$ cat src/rtl/ps2_pkg.sv
// ps2_pkg: shared PS/2 host transmitter types and constants
package ps2_pkg;
    typedef enum logic [2:0] {IDLE, INHIBIT, START, SHIFT, ACK, WAIT_IDLE} state_t;
    localparam int FRAME_BITS = 10;
    localparam logic [7:0] PS2_CMD_SET_LEDS = 8'hED;
    localparam logic [7:0] PS2_CMD_ECHO     = 8'hEE;
    localparam logic [7:0] PS2_CMD_RESET    = 8'hFF;
endpackage

$ cat src/rtl/ps2_sync_edge.sv
// ps2_sync_edge: 2-flop synchronizer with falling-edge detect, idles high
module ps2_sync_edge (
    input  logic i_clk,
    input  logic i_rst,
    input  logic i_pin,
    output logic o_sync,
    output logic o_fall
);
    logic r_meta, r_sync, r_hist;
    // resync the pin and keep one cycle of history for edge detection
    always_ff @(posedge i_clk) begin
        if (i_rst) {r_meta, r_sync, r_hist} <= 3'b111;
        else {r_meta, r_sync, r_hist} <= {i_pin, r_meta, r_sync};
    end
    assign o_sync = r_sync;
    assign o_fall = r_hist & ~r_sync;
endmodule

$ cat src/rtl/ps2_host_tx.sv
// ps2_host_tx: PS/2 host-to-device byte transmitter with ack check and watchdog
module ps2_host_tx
    import ps2_pkg::*;
#(
    parameter int INHIBIT_CYCLES = 5000,
    parameter int TIMEOUT_CYCLES = 1_000_000
) (
    input  logic       CLOCK_50,
    input  logic       RESET,
    input  logic [7:0] tx_data,
    input  logic       tx_valid,
    output logic       tx_ready,
    output logic       tx_done,
    output logic       tx_error,
    input  logic       ps2_clk_in,
    input  logic       ps2_dat_in,
    output logic       ps2_clk_oe,
    output logic       ps2_dat_oe
);
    localparam int CNT_MAX = INHIBIT_CYCLES > TIMEOUT_CYCLES ? INHIBIT_CYCLES : TIMEOUT_CYCLES;
    localparam int CW = $clog2(CNT_MAX + 1);
    state_t      r_state;
    logic [CW-1:0] r_cnt;
    logic [3:0]  r_idx;
    logic [7:0]  r_data;
    logic        r_parity, r_ackbad;
    logic        r_ready, r_done, r_error, r_clk_oe, r_dat_oe;
    logic [1:0]  r_dat_sync;
    logic        w_clk_sync, w_clk_fall, w_dat_sync, w_timeout, w_inhibit_end;
    logic [9:0]  w_frame;

    ps2_sync_edge u_clk_sync (
        .i_clk (CLOCK_50),
        .i_rst (RESET),
        .i_pin (ps2_clk_in),
        .o_sync(w_clk_sync),
        .o_fall(w_clk_fall)
    );

    // data pin only needs resynchronizing, never edge detection
    always_ff @(posedge CLOCK_50) begin
        if (RESET) r_dat_sync <= 2'b11;
        else r_dat_sync <= {r_dat_sync[0], ps2_dat_in};
    end

    assign w_dat_sync    = r_dat_sync[1];
    assign w_frame       = {1'b1, r_parity, r_data};
    assign w_timeout     = r_cnt == CW'(TIMEOUT_CYCLES - 1);
    assign w_inhibit_end = r_cnt == CW'(INHIBIT_CYCLES - 2);

    // transmit sequencer; the START cycle is the last cycle of the clock inhibit
    always_ff @(posedge CLOCK_50) begin
        if (RESET) begin
            r_state  <= IDLE;
            r_cnt    <= '0;
            r_idx    <= '0;
            r_data   <= '0;
            r_parity <= 1'b0;
            r_ackbad <= 1'b0;
            r_ready  <= 1'b1;
            r_done   <= 1'b0;
            r_error  <= 1'b0;
            r_clk_oe <= 1'b0;
            r_dat_oe <= 1'b0;
        end else begin
            r_done  <= 1'b0;
            r_error <= 1'b0;
            case (r_state)
                IDLE: begin
                    r_ready <= ~(tx_valid & r_ready);
                    if (tx_valid && r_ready) begin
                        r_data   <= tx_data;
                        r_parity <= ~^tx_data;
                        r_cnt    <= '0;
                        r_idx    <= '0;
                        r_clk_oe <= 1'b1;
                        r_state  <= INHIBIT;
                    end
                end
                INHIBIT: begin
                    if (w_inhibit_end) begin
                        r_dat_oe <= 1'b1;
                        r_state  <= START;
                    end else r_cnt <= r_cnt + 1'b1;
                end
                START: begin
                    r_clk_oe <= 1'b0;
                    r_cnt    <= '0;
                    r_idx    <= '0;
                    r_state  <= SHIFT;
                end
                default: begin
                    if (w_timeout) begin
                        r_clk_oe <= 1'b0;
                        r_dat_oe <= 1'b0;
                        r_error  <= 1'b1;
                        r_state  <= IDLE;
                    end else begin
                        r_cnt <= w_clk_fall ? '0 : r_cnt + 1'b1;
                        case (r_state)
                            SHIFT: if (w_clk_fall) begin
                                r_dat_oe <= ~w_frame[r_idx];
                                r_idx    <= r_idx + 1'b1;
                                if (r_idx == 4'(FRAME_BITS - 1)) r_state <= ACK;
                            end
                            ACK: if (w_clk_fall) begin
                                r_ackbad <= w_dat_sync;
                                r_state  <= WAIT_IDLE;
                            end
                            WAIT_IDLE: if (w_clk_sync && w_dat_sync) begin
                                r_done  <= ~r_ackbad;
                                r_error <= r_ackbad;
                                r_state <= IDLE;
                            end
                            default: ;
                        endcase
                    end
                end
            endcase
        end
    end

    assign tx_ready   = r_ready;
    assign tx_done    = r_done;
    assign tx_error   = r_error;
    assign ps2_clk_oe = r_clk_oe;
    assign ps2_dat_oe = r_dat_oe;
endmodule

$ cat config.mk
export PLATFORM = sky130hd
export DESIGN_NAME = ps2_host_tx
export DESIGN_NICKNAME = d
export VERILOG_FILES = /design/src/rtl/ps2_pkg.sv /design/src/rtl/ps2_sync_edge.sv /design/src/rtl/ps2_host_tx.sv
export SDC_FILE = /design/constraint.sdc
export NUM_CORES = 1
export LEC_CHECK = 0
export BUFFER_PORTS_ARGS = -buffer_cell sky130_fd_sc_hd__buf_2
export CAP_MARGIN = 20
export CORE_MARGIN = 2
export CORE_UTILIZATION = 45
export DETAILED_ROUTE_END_ITERATION = 6
export GPL_TIMING_DRIVEN = 0
export PLACE_DENSITY = 0.66
export SYNTH_ARGS = -nofsm -noshare
export SYNTH_HDL_FRONTEND = slang
export SYNTH_HIERARCHICAL = 1
export SYNTH_SLANG_ARGS = --single-unit
$ cat constraint.sdc
create_clock -name CLOCK_50 -period 2.4 [get_ports CLOCK_50]
set_input_delay 0.36 -clock CLOCK_50 [delete_from_list [all_inputs] [get_ports CLOCK_50]]
set_output_delay 0.36 -clock CLOCK_50 [all_outputs]
set_load 0.02 [all_outputs]
==> impl_results.html <==
<table>
<tr><th>Metric</th><th>Value</th></tr>
<tr><th colspan="2">STA</th></tr>
<tr><td>Worst Tran Pin Value</td><td>0.778 ns</td></tr>
<tr><td>Fmax</td><td>0.445 GHz</td></tr>
<tr><td>Clock tree skew after final layout</td><td>0.0172 ns</td></tr>
<tr><td>Min Clock Period, post-route</td><td>2.25 ns</td></tr>
<tr><td>Final Hold Viols</td><td>0</td></tr>
<tr><td>Final max-slew violation count</td><td>0</td></tr>
<tr><td>Final worst hold slack</td><td>0.226 ns</td></tr>
<tr><td>Unrepaired setup endpoints after global routing</td><td>false</td></tr>
<tr><td>Setup TNS Final</td><td>0 ns</td></tr>
<tr><td>Final setup violation count</td><td>0</td></tr>
<tr><td>Final worst-path cycle share</td><td>0.936</td></tr>
<tr><td>Normalized max-slew margin</td><td>0.480</td></tr>
<tr><th colspan="2">Setup path</th></tr>
<tr><td>CP Data Arrival Time</td><td>2.44 ns</td></tr>
<tr><td>Worst Setup End Kind</td><td>flip-flop</td></tr>
<tr><td>Cells along the critical path</td><td>buf_2, nor3b_1, o31ai_2, buf_2, a211oi_1, xnor2_1, nor2_1</td></tr>
<tr><td>Worst path most repeated cell</td><td>sky130_fd_sc_hd__buf_2</td></tr>
<tr><td>Critical Path Max Stage Delay</td><td>0.65 ns</td></tr>
<tr><td>Kind of critical path</td><td>flip-flop to flip-flop</td></tr>
<tr><td>Required arrival time at the worst endpoint</td><td>2.59 ns</td></tr>
<tr><td>Critical path buffers and inverters</td><td>2</td></tr>
<tr><td>Critical Path Slowest Stage Cell</td><td>sky130_fd_sc_hd__nor3b_1</td></tr>
<tr><td>Setup crit start kind</td><td>flip-flop</td></tr>
<tr><td>Kind of cell adding the most delay to the critical path</td><td>simple AND/OR/NAND/NOR gates</td></tr>
<tr><td>Worst-path maximum fanout</td><td>10</td></tr>
<tr><th colspan="2">Power and ir drop</th></tr>
<tr><td>IR drop worst, VDD</td><td>0.000465 V</td></tr>
<tr><td>Pwr Density</td><td>849 nW/µm²</td></tr>
<tr><td>Pleak</td><td>1.01 nW</td></tr>
<tr><th colspan="2">Logic synthesis</th></tr>
<tr><td>Dominant register cell in the synthesized netlist</td><td>sky130_fd_sc_hd__dfxtp_1</td></tr>
<tr><td>Fraction of synthesized cell area taken by the top area cell type</td><td>0.386</td></tr>
<tr><td>Proportion of synthesized flip-flops having asynchronous set or reset</td><td>0</td></tr>
<tr><td>Cells after synthesis</td><td>280</td></tr>
<tr><td>Flops &amp; latches, synth</td><td>47</td></tr>
<tr><td>Net count after synthesis</td><td>297</td></tr>
<tr><td>Post-Syn Area per Cell</td><td>8.70 µm²</td></tr>
<tr><td>Cell taking the most area after synthesis</td><td>sky130_fd_sc_hd__dfxtp_1</td></tr>
<tr><td>Sequential share of the synthesized area</td><td>0.386</td></tr>
<tr><td>Number of synthesis warnings</td><td>6</td></tr>
<tr><td>Top cells by area, synth</td><td>sky130_fd_sc_hd__dfxtp_1, sky130_fd_sc_hd__xnor2_1, sky130_fd_sc_hd__nor2_1, sky130_fd_sc_hd__mux2i_1, sky130_fd_sc_hd__a21oi_1</td></tr>
<tr><td>Number of distinct library cell variants in the gate-level netlist after synthesis</td><td>54</td></tr>
<tr><td>Post-synth EDFFs</td><td>0</td></tr>
<tr><td>Summed instance area of the synthesized netlist</td><td>2430 µm²</td></tr>
<tr><th colspan="2">Routing</th></tr>
<tr><td>Final Routed Wirelength</td><td>5320 µm</td></tr>
<tr><td>Pre-Repair DR Iteration Count</td><td>4</td></tr>
<tr><td>Vias after detailed routing</td><td>2073</td></tr>
<tr><td>Antenna violation net count after detailed routing</td><td>0</td></tr>
<tr><td>Mean number of vias per cell</td><td>5.53</td></tr>
<tr><td>Starting DRT DRC Count</td><td>107</td></tr>
<tr><td>Routed wire length per instance</td><td>14.2 µm</td></tr>
<tr><td>Post-detailed-route DRC marker count</td><td>0</td></tr>
<tr><th colspan="2">Global route</th></tr>
<tr><td>All-Layer GR Usage</td><td>0.186</td></tr>
<tr><td>Vias in the first global route</td><td>1946</td></tr>
<tr><td>Wire length of the first global-routing pass</td><td>9060 µm</td></tr>
<tr><td>Number of antenna violations at the first check in global routing</td><td>0</td></tr>
<tr><td>Largest net degree at the start of global routing</td><td>17</td></tr>
<tr><td>Remaining global-route overflow</td><td>0</td></tr>
<tr><th colspan="2">Clock tree</th></tr>
<tr><td>Clock root buffer master</td><td>sky130_fd_sc_hd__clkbuf_8</td></tr>
<tr><td>CTS sink count</td><td>47</td></tr>
<tr><td>Number of clock buffers inserted by TritonCTS</td><td>5</td></tr>
<tr><td>Clock slew at the register clock pins of the worst setup and hold paths</td><td>0.09 ns</td></tr>
<tr><td>Postcts setup bufs</td><td>0</td></tr>
<tr><td>Clock tree buffer depth</td><td>2</td></tr>
<tr><td>Clock tree from TritonCTS</td><td>yes</td></tr>
<tr><td>Insertion delay to the later sink of the worst-skew pair</td><td>0.31 ns</td></tr>
<tr><td>H-tree Lvls</td><td>2</td></tr>
<tr><th colspan="2">Final layout</th></tr>
<tr><td>Commonest non-fill, non-tap cell in the layout</td><td>sky130_fd_sc_hd__dfxtp_1</td></tr>
<tr><td>Number of nets in the final layout</td><td>321</td></tr>
<tr><td>Most used cells in the layout excluding fill and tap cells</td><td>sky130_fd_sc_hd__dfxtp_1, sky130_fd_sc_hd__nor2_1, sky130_fd_sc_hd__buf_2</td></tr>
<tr><td>Growth of design area from synthesis to finish</td><td>12.5%</td></tr>
<tr><td>Ant. Diodes</td><td>0</td></tr>
<tr><td>Layout cells sized above 1</td><td>0.157</td></tr>
<tr><th colspan="2">Floorplanning</th></tr>
<tr><td>Initial Util</td><td>0.471</td></tr>
<tr><td>IO Count</td><td>18</td></tr>
<tr><td>Vert. Die Dim</td><td>77.6 µm</td></tr>
<tr><td>Core Box Area</td><td>5170 µm²</td></tr>
<tr><td>Area of the die</td><td>6010 µm²</td></tr>
<tr><td>Num rows</td><td>26</td></tr>
<tr><td>Die width</td><td>77.6 µm</td></tr>
<tr><th colspan="2">Placement</th></tr>
<tr><td>Gp weighted congestion</td><td>0.869</td></tr>
<tr><td>Input/output buffers</td><td>17</td></tr>
<tr><td>Sum of net half-perimeters after detailed placement</td><td>3880 µm</td></tr>
<tr><th colspan="2">Status</th></tr>
<tr><td>Result of the run</td><td>completed</td></tr>
<tr><th colspan="2">Worst hold path</th></tr>
<tr><td>Type of the worst min-delay path</td><td>input pin to flip-flop</td></tr>
<tr><th colspan="2">Job</th></tr>
<tr><td>Max capacitance violation total</td><td>0</td></tr>
</table>
per-layer routing:
layer  up-vias  track usage  part of all wire
met4         0       0.0536             0.014
met2        50        0.310              0.48
met5         -            0                 0
met3         9       0.0430             0.045
li1       1038            -                 -
met1       976        0.239              0.46
repair_timing:
action                                  CTS  global route
gates resized for setup                   0             4
endpoints found under the setup margin    0            15
hold buffers                              0             0
path summary, 6_finish.rpt:
path,start,end,slack [ns],depth (start not counted)
min,ps2_clk_in,u_clk_sync/r_meta$_SDFF_PP1_,0.23,2
max reg2reg,r_state[2]$_SDFFE_PP0P_,r_cnt[19]$_SDFFE_PP0P_,0.15,7
min reg2reg,u_clk_sync/r_meta$_SDFF_PP1_,u_clk_sync/o_sync$_SDFF_PP1_,0.41,1
max,r_state[2]$_SDFFE_PP0P_,r_cnt[19]$_SDFFE_PP0P_,0.15,7
final cells by class:
class	instances	area, µm²
Timing Repair Buffer	17	85.1
Fill cell	486	2430
Tap cell	70	87.6
Clock inverter	3	46.3
Sequential cell	47	942
Buffer	15	71.3
Inverter	6	22.5
Clock buffer	5	68.8
Multi-Input combinational cell	212	1420
metrics by stage:
stage,instances,setup WS (ns),instance area (µm²),util,total power [W]
floorplan,280,0.324,2430,-,0.00153
global placement,367,0.0421,2610,0.504,0.00172
detailed placement,367,0.0542,2610,0.504,0.00173
CTS,375,0.0373,2720,0.526,0.00232
global route,375,0.0282,2740,0.530,0.00248
finish,375,0.154,2740,0.530,0.00233
power breakdown:
part           internal (W)  total, W  leakage (nW)  switching (W)
Clock              0.000314  0.000598        0.0548       0.000284
Combinational      0.000300  0.000810         0.574       0.000510
Sequential         0.000860  0.000918         0.383      0.0000579
registers in the layout, indices dropped and copies added (netlist names):
name and cells:
r_dat_sync 2, u_clk_sync/o_sync 1, r_cnt 20, ps2_dat_oe 1
ps2_clk_oe 1, tx_done 1, r_parity 1, tx_error 1
u_clk_sync/r_hist 1, r_ackbad 1, r_idx 4, tx_ready 1
r_data 8, u_clk_sync/r_meta 1, r_state 3
cell usage after synthesis, types with 2 or more instances:
library cell,n
sky130_fd_sc_hd__a211oi_1,4
sky130_fd_sc_hd__a21o_1,3
sky130_fd_sc_hd__buf_2,5
sky130_fd_sc_hd__nand4b_1,2
sky130_fd_sc_hd__or3_1,6
sky130_fd_sc_hd__nand2_1,18
sky130_fd_sc_hd__o31ai_2,2
sky130_fd_sc_hd__o21ai_0,9
sky130_fd_sc_hd__xnor2_1,19
sky130_fd_sc_hd__and4_1,3
sky130_fd_sc_hd__nor3_1,2
sky130_fd_sc_hd__nand3b_1,4
sky130_fd_sc_hd__nand4_1,3
sky130_fd_sc_hd__or2_1,3
sky130_fd_sc_hd__nor2_1,39
sky130_fd_sc_hd__o211ai_1,3
sky130_fd_sc_hd__nor3b_1,2
sky130_fd_sc_hd__and3_1,4
sky130_fd_sc_hd__a31oi_1,5
sky130_fd_sc_hd__nand3_1,11
sky130_fd_sc_hd__or2_2,3
sky130_fd_sc_hd__mux2i_1,11
sky130_fd_sc_hd__buf_4,2
sky130_fd_sc_hd__inv_1,6
sky130_fd_sc_hd__nand2b_1,2
sky130_fd_sc_hd__dfxtp_1,47
sky130_fd_sc_hd__xor2_1,6
sky130_fd_sc_hd__o21bai_1,2
sky130_fd_sc_hd__mux4_2,2
sky130_fd_sc_hd__nor4_1,3
sky130_fd_sc_hd__clkbuf_1,7
sky130_fd_sc_hd__nor4b_1,2
sky130_fd_sc_hd__ha_1,4
sky130_fd_sc_hd__a21oi_1,15
sky130_fd_sc_hd__a311oi_1,2
kinds of logic (layout without fill, tap and decap cells):
family | count (synthesis) | in the layout | synth area share
fa+ha+maj | 4 | 4 | 0.0206
simple gates | 117 | 117 | 0.256
flops | 47 | 47 | 0.386
mux | 13 | 13 | 0.0637
compound gates | 53 | 53 | 0.144
xor+xnor | 25 | 25 | 0.0899
buf+inv | 21 | 46 | 0.0385
Note: power is estimated with default switching activity, not from simulation.
